**config.mk**
```make
export PLATFORM = sky130hd
export DESIGN_NAME = psp_check
export DESIGN_NICKNAME = d
export VERILOG_FILES = /design/src/rtl/psp_check.sv
export SDC_FILE = /design/constraint.sdc
export NUM_CORES = 1
export LEC_CHECK = 0
export BUFFER_PORTS_ARGS = -buffer_cell sky130_fd_sc_hd__clkbuf_2
export CORE_ASPECT_RATIO = 0.9
export CORE_MARGIN = 2
export CORE_UTILIZATION = 63
export DETAILED_ROUTE_END_ITERATION = 7
export GPL_TIMING_DRIVEN = 0
export PLACE_DENSITY = 0.85
export SLEW_MARGIN = 20
export SYNTH_ARGS = -nofsm -noshare
export SYNTH_HDL_FRONTEND = slang
export SYNTH_SLANG_ARGS = --single-unit
```
**constraint.sdc**
```tcl
create_clock -name clk_i -period 8.81 [get_ports clk_i]
set_input_delay 0.881 -clock clk_i [delete_from_list [all_inputs] [get_ports clk_i]]
set_output_delay 0.881 -clock clk_i [all_outputs]
set_load 0.1 [all_outputs]
```
**src/rtl/psp_check.sv**
```systemverilog
// Self-synchronizing checker for the x^8+x^4+x^3+x^2+1 PRBS: locks onto the stream,
// then flywheels on its own prediction while counting bit errors and checked bits.
module psp_check #(
  parameter int LOCK_COUNT = 16,
  parameter int WINDOW     = 64,
  parameter int LOSS_ERRS  = 8,
  parameter int ERR_W      = 16
) (
  input  logic             clk_i,
  input  logic             rst_ni,
  input  logic             din_i,
  input  logic             din_valid_i,
  input  logic             clr_err_i,
  output logic             locked_o,
  output logic             err_o,
  output logic [ERR_W-1:0] err_cnt_o,
  output logic [ERR_W-1:0] bit_cnt_o
);

  localparam int MW = $clog2(LOCK_COUNT + 1);
  localparam int WW = $clog2(WINDOW + 1);
  localparam int BW = $clog2(LOSS_ERRS + 1);

  typedef enum logic {SEARCH, LOCKED} state_e;

  state_e           state_q;
  logic [7:0]       hist_q;
  logic [3:0]       fill_q;
  logic [MW-1:0]    match_q;
  logic [WW-1:0]    win_q;
  logic [BW-1:0]    bad_q;
  logic [ERR_W-1:0] err_cnt_q;
  logic [ERR_W-1:0] bit_cnt_q;
  logic             err_q;
  logic             locked_q;

  logic          pred;
  logic          miss;
  logic [MW-1:0] match_d;
  logic [WW-1:0] win_d;
  logic [BW-1:0] bad_d;

  // hist_q[0] is the most recent bit; the taps implement s[n-4]^s[n-5]^s[n-6]^s[n-8].
  assign pred    = hist_q[3] ^ hist_q[4] ^ hist_q[5] ^ hist_q[7];
  assign miss    = din_i ^ pred;
  assign match_d = match_q + MW'(1);
  assign win_d   = win_q + WW'(1);
  assign bad_d   = bad_q + {{(BW-1){1'b0}}, miss};

  always_ff @(posedge clk_i or negedge rst_ni) begin
    if (!rst_ni) begin
      state_q   <= SEARCH;
      hist_q    <= '0;
      fill_q    <= '0;
      match_q   <= '0;
      win_q     <= '0;
      bad_q     <= '0;
      err_cnt_q <= '0;
      bit_cnt_q <= '0;
      err_q     <= 1'b0;
      locked_q  <= 1'b0;
    end else begin
      err_q <= 1'b0;
      if (din_valid_i) begin
        case (state_q)
          SEARCH: begin
            hist_q <= {hist_q[6:0], din_i};
            if (fill_q != 4'd8) begin
              fill_q <= fill_q + 4'd1;
            end else if (miss || hist_q == 8'h00) begin
              // An all-zero history is not a legal PRBS state; refusing it keeps stuck-at-0 unlocked.
              match_q <= '0;
            end else begin
              match_q <= match_d;
              if (match_d == MW'(LOCK_COUNT)) begin
                state_q  <= LOCKED;
                locked_q <= 1'b1;
                win_q    <= '0;
                bad_q    <= '0;
              end
            end
          end
          LOCKED: begin
            // Flywheel on the prediction so a single line error costs exactly one mismatch.
            hist_q <= {hist_q[6:0], pred};
            if (bit_cnt_q != '1) bit_cnt_q <= bit_cnt_q + ERR_W'(1);
            if (miss) begin
              err_q <= 1'b1;
              if (err_cnt_q != '1) err_cnt_q <= err_cnt_q + ERR_W'(1);
            end
            if (bad_d == BW'(LOSS_ERRS)) begin
              state_q  <= SEARCH;
              locked_q <= 1'b0;
              fill_q   <= '0;
              match_q  <= '0;
              win_q    <= '0;
              bad_q    <= '0;
            end else if (win_d == WW'(WINDOW)) begin
              win_q <= '0;
              bad_q <= '0;
            end else begin
              win_q <= win_d;
              bad_q <= bad_d;
            end
          end
          default: state_q <= SEARCH;
        endcase
      end
      if (clr_err_i) begin
        err_cnt_q <= '0;
        bit_cnt_q <= '0;
      end
    end
  end

  assign locked_o  = locked_q;
  assign err_o     = err_q;
  assign err_cnt_o = err_cnt_q;
  assign bit_cnt_o = bit_cnt_q;

endmodule
```
==> results of run 1 <==
==> layer usage <==
metal / up-vias / part of all wire
met2: 75 / 0.48
met3: 13 / 0.048
met1: 1529 / 0.45
met4: 0 / 0.014
li1: 1470 / -
met5: - / 0
==> worst min-delay path by stage <==
stage	from	slack [ps]	end
6_report	rst_ni	420	bit_cnt_o[7]
5_1_grt	rst_ni	420	win_q[5]
4_1_cts	rst_ni	410	bit_cnt_o[7]
3_5_place_dp	win_q[2]	500	win_q[2]
3_3_place_gp	win_q[2]	480	win_q[2]
2_1_floorplan	win_q[2]	460	win_q[2]
==> flip-flops by register name, summed over array words and instances (netlist names) <==
name,cells
bit_cnt_o,16
err_cnt_o,16
hist_q,8
win_q,7
match_q,5
bad_q,4
fill_q,4
err_o,1
locked_o,1
state_q,1
==> placed cells by master, fill, tap and decap left out, types with 4 or more instances in the layout <==
cell type,n
nor4b_1,4
or3_1,6
xor2_1,5
or4_1,4
and2_1,4
a21oi_1,16
nand4_1,9
and4_1,4
mux2_2,9
nor2_1,30
nand3_1,19
nor3_1,11
clkbuf_1,12
nor4_1,5
clkbuf_2,35
nand2_1,38
a211oi_1,8
ha_1,8
o31ai_1,5
dfrtp_1,63
nor2b_1,4
and3_1,6
o21ai_0,25
inv_1,14
clkbuf_8,11
xnor2_1,19
==> synth_stat cells (9+ instances only) <==
library cell and count:
a21oi_1 16, clkbuf_1 10, dfrtp_1 63, inv_1 14, mux2_2 9, nand2_1 38
nand3_1 19, nand4_1 9, nor2_1 30, nor3_1 11, o21ai_0 25, xnor2_1 19
==> power groups by stage <==
stage	Combinational [uW]	Sequential (uW)	Clock [uW]
CTS	154	341	231
global route	172	346	243
global placement	145	344	0
floorplan	122	339	0
finish	153	342	228
detailed placement	153	346	0
==> per-stage QoR <==
step                std cells  power, uW
floorplan                 372        461
global placement          475        489
detailed placement        476        499
CTS                       492        725
global route              492        760
finish                    492        723
==> final cells by class <==
class	count	area, um^2
clock buffer	13	159
clock inverter	3	17.5
fill	373	1340
tap	67	83.8
buffer	13	57.6
sequential	63	1580
timing repair buffer	37	210
inverter	15	61.3
multi-input combinational	281	1850
==> critical path, stage by stage <==
cell and delay, ps:
clkbuf_2 90, xnor3_2 490, clkinv_4 110, ha_1 250
ha_1 260, or3b_2 490, o31ai_1 360, nor2_1 160
a221o_1 330, a22o_1 180
==> cell families after synthesis <==
| logic type | share of synthesized area |
|---|---|
| fa+ha+maj | 0.0282 |
| buf+inv | 0.0335 |
| compound gates | 0.148 |
| simple gates | 0.238 |
| flops | 0.445 |
| mux | 0.0371 |
| xor+xnor | 0.0706 |
==> results.sh, run 1 <==
export IMPL_row_count=25
export IMPL_ys_seq_elements=63
export IMPL_worst_slack_ps=5430
export IMPL_r2r_cells=10
export IMPL_clk_pin_slew_ps=70
export IMPL_crit_start="din_i"
export IMPL_synth_cells=372
export IMPL_n_antenna_cell=0
export IMPL_cts_sinks=63
export IMPL_grt_pass1_wl_um=13300
export IMPL_max_clock_path_buffers=2
export IMPL_antenna_found_initial=0
export IMPL_crit_path_end_kind="flip-flop"
export IMPL_synth_area_leaders="dfrtp_1, xnor2_1, nand2_1"
export IMPL_die_y_um=75.2
export IMPL_grt_ovfl_total=0
export IMPL_power_density_nw_per_um2=180
export IMPL_holdBufCountCts=0
export IMPL_seq_area_frac_synth=0.445
export IMPL_seq_power_share=0.473
export IMPL_synthArstFlopShare=1.00
export IMPL_vdd_drop_max_mv=0.187
export IMPL_synth_nets=385
export IMPL_fin_skew_ps=5.29
export IMPL_hold_violations=0
export IMPL_dp_hpwl_um=5480
export IMPL_ys_warn_count=0
export IMPL_critical_path_class="primary input to flip-flop"
export IMPL_cts_tree="done"
export IMPL_p_leak_uw=0.00170
export IMPL_timing_rr_end="win_q[4]"
export IMPL_fin_util=0.750
export IMPL_grt_max_degree=51
export IMPL_syn_area_um2=3540
export IMPL_grt_use_met1=0.351
export IMPL_min_delay_path_class="primary input to asynchronous set/reset pin"
export IMPL_drt_iter0_markers=279
export IMPL_pwr_share_comb=0.212
export IMPL_grt_use_met3=0.0713
export IMPL_layout_nets=433
export IMPL_pwr_share_clk=0.316
export IMPL_swShare=0.320
export IMPL_port_buffers=36
export IMPL_vias=3087
export IMPL_worstMarginPinSlew_ps=624
export IMPL_fmax_mhz=296
export IMPL_ant_nets=0
export IMPL_grt_use_met2=0.440
export IMPL_required_ps=9040
export IMPL_area_growth_pct=13.3
export IMPL_first_pass_iters=4
export IMPL_synth_edff_count=0
export IMPL_critPathCapture="win_q[4]"
export IMPL_drive_gt1_frac=0.172
export IMPL_ios=39
export IMPL_cp_start_kind="primary input"
export IMPL_cp_arrival_ps=3610
export IMPL_insertion_delay_ps=350
export IMPL_synth_top_area_frac=0.445
export IMPL_worst_hold_slack_ps=416
export IMPL_routed_wirelength_um=7840
export IMPL_p_sw_uw=231
export IMPL_cellInternalPower_uw=492
export IMPL_cts_made_buffers=9
export IMPL_postSynthAreaPerCell_um2=9.53
export IMPL_htreeDepth=3
export IMPL_preCtsSetupSlack_ps=5150
export IMPL_fin_area_um2=4010
export IMPL_ys_flop_type="dfrtp_1"
export IMPL_post_route_min_period_ps=3380
export IMPL_slew_headroom=0.581
export IMPL_rsz0062_at_grt="no"
export IMPL_critPathMaxFanout=6
export IMPL_place_gp_congestion=0.882
export IMPL_postCtsSetupBuffers=0
export IMPL_maxCapViolCount=0
export IMPL_synth_top_cell_by_area="dfrtp_1"
export IMPL_gr_usage_all_layers=0.268
export IMPL_wire_per_inst_um=15.9
export IMPL_r2r_start="hist_q[5]"
export IMPL_initial_utilization=0.662
export IMPL_coreArea_um2=5350
export IMPL_die_w_um=83.1
export IMPL_post_dp_cell_area_um2=3840
export IMPL_busiest_layer="met2"
export IMPL_setup_tns_ps=0
export IMPL_finalCritPeriodShare=0.384
export IMPL_grt_pass1_vias=2897
export IMPL_yosys_cell_types_count=59
export IMPL_status="finished, final reports clean"
export IMPL_viasPerCell=6.27
export IMPL_die_area_um2=6240
export IMPL_cts_root_buffer_cell="clkbuf_8"
export IMPL_setup_violations_final=0
export IMPL_reg2reg_slack_ps=5520
export IMPL_cts_resized=0
export IMPL_drc=0
export IMPL_slew_violations=0
Power figures use the tool's default switching activity.
==> run 2, diff against run 1 <==
- ABC_AREA: default -> 1
- CORE_UTILIZATION: 63 -> 59
- PLACE_DENSITY: 0.85 -> 0.8
- clock period: 8.81 -> 3.19 ns (I/O delays scaled with it)
==> run 2 against run 1 <==
- flip-flop and latch count stayed put
- area after synthesis is 6.0% higher
- combinational power is 44% higher
- clock skew hardly changed
- sequential share of layout area is 2.3 points lower
- largest cell class unchanged
- largest power group unchanged
- die area is 12% higher
- global-route usage is 0.73 points lower
- hold slack worse by 130 ps
- non-clock buffer count stayed put
- design area is 6.2% higher
==> results.sh, run 2 <==
export IMPL_die_w_um=88.1
export IMPL_ys_warn_count=0
export IMPL_worstMarginPinSlew_ps=543
export IMPL_mostFrequentLayoutCells="nand2_1, dfrtp_1, inv_1, nand3_1, nor2_1"
export IMPL_first_pass_iters=4
export IMPL_gr_usage_all_layers=0.261
export IMPL_yosys_cell_types_count=34
export IMPL_postSynthAreaPerCell_um2=7.63
export IMPL_crit_chain="nand2_1 -> inv_1 -> nor2_1 -> nand2_1 -> nand3_1 -> nand2_1 -> ha_1 -> ha_1 -> nor2_1 -> nand2_1 -> nor2_1 -> nor2_1 -> nor3_2 -> nand3_1 -> o21ai_0"
export IMPL_vias=3339
export IMPL_yosysMostFrequentCell="nand2_1"
export IMPL_rsz0062_at_grt="no"
export IMPL_viasPerCell=5.27
export IMPL_p_leak_uw=0.00216
export IMPL_dp_hpwl_um=5850
export IMPL_synth_simple_area_share=0.354
export IMPL_fin_skew_ps=5.44
export IMPL_cp_arrival_ps=2850
export IMPL_synth_top_area_frac=0.420
export IMPL_max_clock_path_buffers=2
export IMPL_ys_seq_elements=63
export IMPL_grt_pass1_vias=3117
export IMPL_final_common_cell="nand2_1"
export IMPL_synth_top_cell_by_area="dfrtp_1"
export IMPL_row_count=27
export IMPL_min_delay_path_class="primary input to flip-flop"
export IMPL_hold_violations=0
export IMPL_slew_violations=0
export IMPL_crit_path_top_delay_cell="dfrtp_1"
export IMPL_power_density_nw_per_um2=407
export IMPL_synth_top_family_by_area="simple AND/OR/NAND/NOR gates"
export IMPL_wire_per_inst_um=12.8
export IMPL_grt_max_degree=47
export IMPL_slew_headroom=0.640
export IMPL_vdd_drop_max_mv=0.291
export IMPL_clk_pin_slew_ps=70
export IMPL_synthTopCellsByCount="nand2_1, dfrtp_1, inv_1, nand3_1, nor2_1"
export IMPL_insertion_delay_ps=350
export IMPL_post_route_min_period_ps=2590
export IMPL_routed_wirelength_um=8110
export IMPL_die_area_um2=7020
export IMPL_die_y_um=79.7
export IMPL_cts_made_buffers=9
export IMPL_grt_ovfl_total=0
export IMPL_finalCritPeriodShare=0.812
export IMPL_cp_start_kind="flip-flop"
export IMPL_ys_flop_type="dfrtp_1"
export IMPL_fmax_mhz=386
export IMPL_synth_edff_count=0
export IMPL_setup_violations_final=0
export IMPL_layout_nets=555
export IMPL_slowest_delay_ps=400
export IMPL_worst_slack_ps=601
export IMPL_drive_gt1_frac=0.156
export IMPL_cts_resized=0
export IMPL_initial_utilization=0.611
export IMPL_port_buffers=37
export IMPL_place_gp_congestion=0.868
export IMPL_critPathMaxFanout=8
export IMPL_seq_area_frac_synth=0.420
export IMPL_cts_sinks=63
export IMPL_grt_pass1_wl_um=14300
export IMPL_syn_area_um2=3750
export IMPL_drt_iter0_markers=203
export IMPL_required_ps=3450
export IMPL_n_antenna_cell=0
export IMPL_preCtsSetupSlack_ps=620
export IMPL_drc=0
export IMPL_area_growth_pct=13.5
export IMPL_synth_cells=492
export IMPL_ant_nets=0
export IMPL_synth_area_leaders="dfrtp_1, nand2_1, nand3_1"
export IMPL_maxCapViolCount=0
export IMPL_coreArea_um2=6150
export IMPL_status="finished, final reports clean"
export IMPL_cts_tree="done"
export IMPL_synth_fa_ha_area_frac=0.0267
export IMPL_crit_path_end_kind="flip-flop"
export IMPL_setup_tns_ps=0
export IMPL_synth_compound_area_frac=0.0650
export IMPL_synthArstFlopShare=1.00
export IMPL_ios=39
export IMPL_antenna_found_initial=0
export IMPL_critical_path_class="flip-flop to flip-flop"
export IMPL_synth_nets=505
export IMPL_cts_root_buffer_cell="clkbuf_8"
export IMPL_htreeDepth=3
export IMPL_synthXorXnorAreaFrac=0.0630
export IMPL_muxShareOfSynthArea=0
## run 2: cell type report
cell class              count  area [um^2]
clock inverters             3         18.8
well taps                  87          109
fillers                   535         1890
plain buffers              11         73.8
inverters                  52          195
clock buffers              12          155
repair buffers             39          225
flip-flops and latches     63         1580
multi-input cells         366         1910
## run 2: worst paths after layout
check | start | end | slack [ps] | cells past startpoint
setup / recovery | hist_q[4] | fill_q[0] | 600 | 15
hold / removal | din_valid_i | hist_q[0] | 280 | 3
setup reg to reg | hist_q[4] | fill_q[0] | 600 | 15
hold reg to reg | locked_o | locked_o | 480 | 2
max in group asynchronous | rst_ni | bit_cnt_o[4] | 2260 | 3
min in group asynchronous | rst_ni | win_q[5] | 420 | 2
## run 2: routing by layer
layer,global-route usage,up-vias,routed length [um]
met3,0.0548,14,338
met1,0.380,1546,3990
met5,0,-,0
met4,0.0833,0,117
li1,-,1693,-
met2,0.389,86,3660
## run 2: through the flow
stage / hold WS, ps / power [uW] / area [um^2] / instances / utilization
after global routing: 329 / 1820 / 4260 / 633 / 0.693
after detailed placement: 247 / 1120 / 4080 / 617 / 0.663
final: 282 / 1730 / 4260 / 633 / 0.693
after CTS: 271 / 1740 / 4260 / 633 / 0.693
after global placement: 464 / 1100 / 4050 / 616 / 0.659
after floorplan: 23.4 / 1050 / 3750 / 492 / -
## run 2: timing repair
item | 4_1_cts | 5_1_grt
endpoints found under the hold margin | 17 | 0
hold buffers | 1 | 0
buffers inserted | 0 | 0
## run 2: power by group
part | leakage (uW) | switching [uW] | internal [uW]
combinational | 0.00121 | 141 | 79.7
sequential | 0.000861 | 39.5 | 846
clock | 0.0000922 | 309 | 319
## run 2: kinds of logic after synthesis
family                     count (synthesis)
and+or+nand+nor                          289
buffers and inverters                     63
DFF                                       63
AOI/OAI and AO/OA                         42
xor gates and xnor gates                  27
adders and majority gates                  8
## run 2: worst max-delay path, delay by kind of cell (launching register included)
family	cells	cell delay (ps)
flip-flops	1	400
AND/OR/NAND/NOR	11	1420
adder cells (fa/ha/maj)	2	520
AO/OA/AOI/OAI	1	100
buffers and inverters	1	50
==> run 3, diff against run 2 <==
- CORE_UTILIZATION: 59 -> 53
- PLACE_DENSITY: 0.8 -> 0.76
- clock period: 3.19 -> 2.24 ns (I/O delays scaled with it)
==> run 3 against run 2 <==
- the run now ends with setup timing left
- combinational power is 120% higher
- wire length is 8.8% higher
- global-route usage shrank 2.1 points
- non-clock buffer count is 20 higher
- utilization down 4.0 points
- power up 52%
- via count grew 4.1%
- flip-flop and latch count stayed put
- critical path depth up 1
- clock skew increased by 2.5 ps
- worst setup slack lost 640 ps
- final cell count rose by 4.1%
- critical endpoint is now fill_q[2]
- largest power group unchanged
==> results.sh, run 3 (same netlist as run 2, synthesis figures left out) <==
export IMPL_layout_nets=575
export IMPL_cts_root_buffer_cell="clkbuf_8"
export IMPL_required_ps=2500
export IMPL_path_buf_inv=1
export IMPL_slew_violations=0
export IMPL_fillers=584
export IMPL_port_buffers=37
export IMPL_r2r_start="hist_q[4]"
export IMPL_dp_hpwl_um=5820
export IMPL_hold_violations=0
export IMPL_p_leak_uw=0.00225
export IMPL_crit_path_end_kind="flip-flop"
export IMPL_cts_tree="done"
export IMPL_htreeDepth=3
export IMPL_grt_pass1_vias=3360
export IMPL_wire_per_inst_um=13.4
export IMPL_critPathMaxFanout=8
export IMPL_grt_ovfl_total=0
export IMPL_power_uw=2640
export IMPL_worst_slack_ps=-34.1
export IMPL_die_area_um2=7770
export IMPL_initial_utilization=0.539
export IMPL_cts_made_buffers=9
export IMPL_die_w_um=92.7
export IMPL_critical_path_class="flip-flop to flip-flop"
export IMPL_worstMarginPinSlew_ps=549
export IMPL_cts_sinks=63
export IMPL_vdd_drop_max_mv=0.488
export IMPL_drc=0
export IMPL_power_density_nw_per_um2=579
export IMPL_place_gp_congestion=0.882
export IMPL_violations="setup timing"
export IMPL_drt_iter0_markers=165
export IMPL_min_path_cells=2
export IMPL_fin_util=0.654
export IMPL_final_common_cell="nand2_1"
export IMPL_hold_end="bit_cnt_o[0]"
export IMPL_antenna_found_initial=0
export IMPL_setup_violations_final=6
export IMPL_ios=39
export IMPL_vias=3476
export IMPL_preCtsSetupSlack_ps=-329
export IMPL_status="finished, violations left"
export IMPL_slew_headroom=0.636
export IMPL_clk_pin_slew_ps=70
export IMPL_min_from="clr_err_i"
export IMPL_grt_pass1_wl_um=15100
export IMPL_cp_start_kind="flip-flop"
export IMPL_r2r_cells=16
export IMPL_finalCritPeriodShare=1.02
export IMPL_first_pass_iters=4
export IMPL_n_antenna_cell=0
export IMPL_post_route_min_period_ps=2270
export IMPL_cp_arrival_ps=2530
export IMPL_fmax_mhz=440
export IMPL_reg2reg_slack_ps=-30
export IMPL_crit_path_top_delay_cell="dfrtp_1"
export IMPL_crit_family="simple AND/OR/NAND/NOR gates"
export IMPL_die_y_um=83.9
export IMPL_rsz0062_at_grt="yes"
export IMPL_area_growth_pct=21.3
export IMPL_gr_usage_all_layers=0.240
export IMPL_insertion_delay_ps=340
export IMPL_drive_gt1_frac=0.228
export IMPL_crit_chain="nand2_1 -> inv_1 -> nor2_1 -> nand2_1 -> nand2_2 -> nand2_2 -> nand2_4 -> ha_4 -> ha_4 -> nor2_4 -> nand2_2 -> nor2_4 -> nor2_4 -> nor3_4 -> nand3_1 -> o21ai_1"
export IMPL_slowest_delay_ps=410
export IMPL_place_inst=623
export IMPL_worst_hold_slack_ps=240
export IMPL_max_clock_path_buffers=2
export IMPL_grt_max_degree=40
export IMPL_viasPerCell=5.27
export IMPL_routed_wirelength_um=8820
export IMPL_final_cells=659
export IMPL_timing_rr_end="fill_q[2]"
export IMPL_maxCapViolCount=0
export IMPL_fin_skew_ps=7.95
export IMPL_ant_nets=0
export IMPL_min_delay_path_class="primary input to flip-flop"
export IMPL_row_count=29
export IMPL_coreArea_um2=6970
export IMPL_mostFrequentLayoutCells="nand2_1, dfrtp_1, inv_1, nand3_1, nor2_1"
[run 3: changes by cell type in the layout (fill, tap and decap cells not counted), sizes merged]
| cell | delta |
|---|---|
| clkinv | -2 |
| clkbuf | +2 |
| buf | +20 |
[run 3: how the worst max path moves through the flow]
stage	cells after the start	slack, ps	start	endpoint
floorplan	15	30	hist_q[5]	fill_q[1]
global placement	15	-250	hist_q[5]	fill_q[0]
detailed placement	15	-330	hist_q[5]	fill_q[2]
CTS	15	-30	hist_q[4]	fill_q[2]
global route	16	-230	hist_q[4]	fill_q[2]
finish	16	-30	hist_q[4]	fill_q[2]
[run 3: per-layer routing]
| layer | share of wire | up-vias | track usage |
|---|---|---|---|
| met3 | 0.047 | 14 | 0.0569 |
| li1 | - | 1724 | - |
| met1 | 0.46 | 1654 | 0.322 |
| met5 | 0 | - | 0 |
| met2 | 0.48 | 84 | 0.393 |
| met4 | 0.012 | 0 | 0.0628 |
[run 3: final cells by class]
type | count | area [um^2] | share of cell area
Multi-Input combinational cell | 366 | 2050 | 0.450
Tap cell | 93 | 116 | 0.0255
Clock inverter | 1 | 5.00 | 0.00110
Sequential cell | 63 | 1580 | 0.348
Buffer | 11 | 73.8 | 0.0162
Inverter | 52 | 195 | 0.0429
Clock buffer | 14 | 163 | 0.0357
Timing Repair Buffer | 59 | 368 | 0.0808
[run 3: through the flow]
stage          cell area, um^2  setup TNS [ps]
6_report                  4550            -101
4_1_cts                   4470           -29.7
3_3_place_gp              4060           -1560
2_1_floorplan             3760               0
5_1_grt                   4550           -2620
3_5_place_dp              4090           -2140
[run 3: power by group]
part	switching, uW	leakage (uW)	internal [uW]	total [uW]
Combinational	265	0.00132	229	494
Clock	423	0.0000865	456	879
Sequential	60.4	0.000853	1200	1260
Total	748	0.00225	1890	2640
[run 3: repair_timing]
item	in CTS	in global routing
hold endpoints to repair	24	0
pin swaps	9	7
endpoints found under the setup margin	17	19
hold buffers	1	0
gates resized for setup	19	13
buffers inserted	15	5
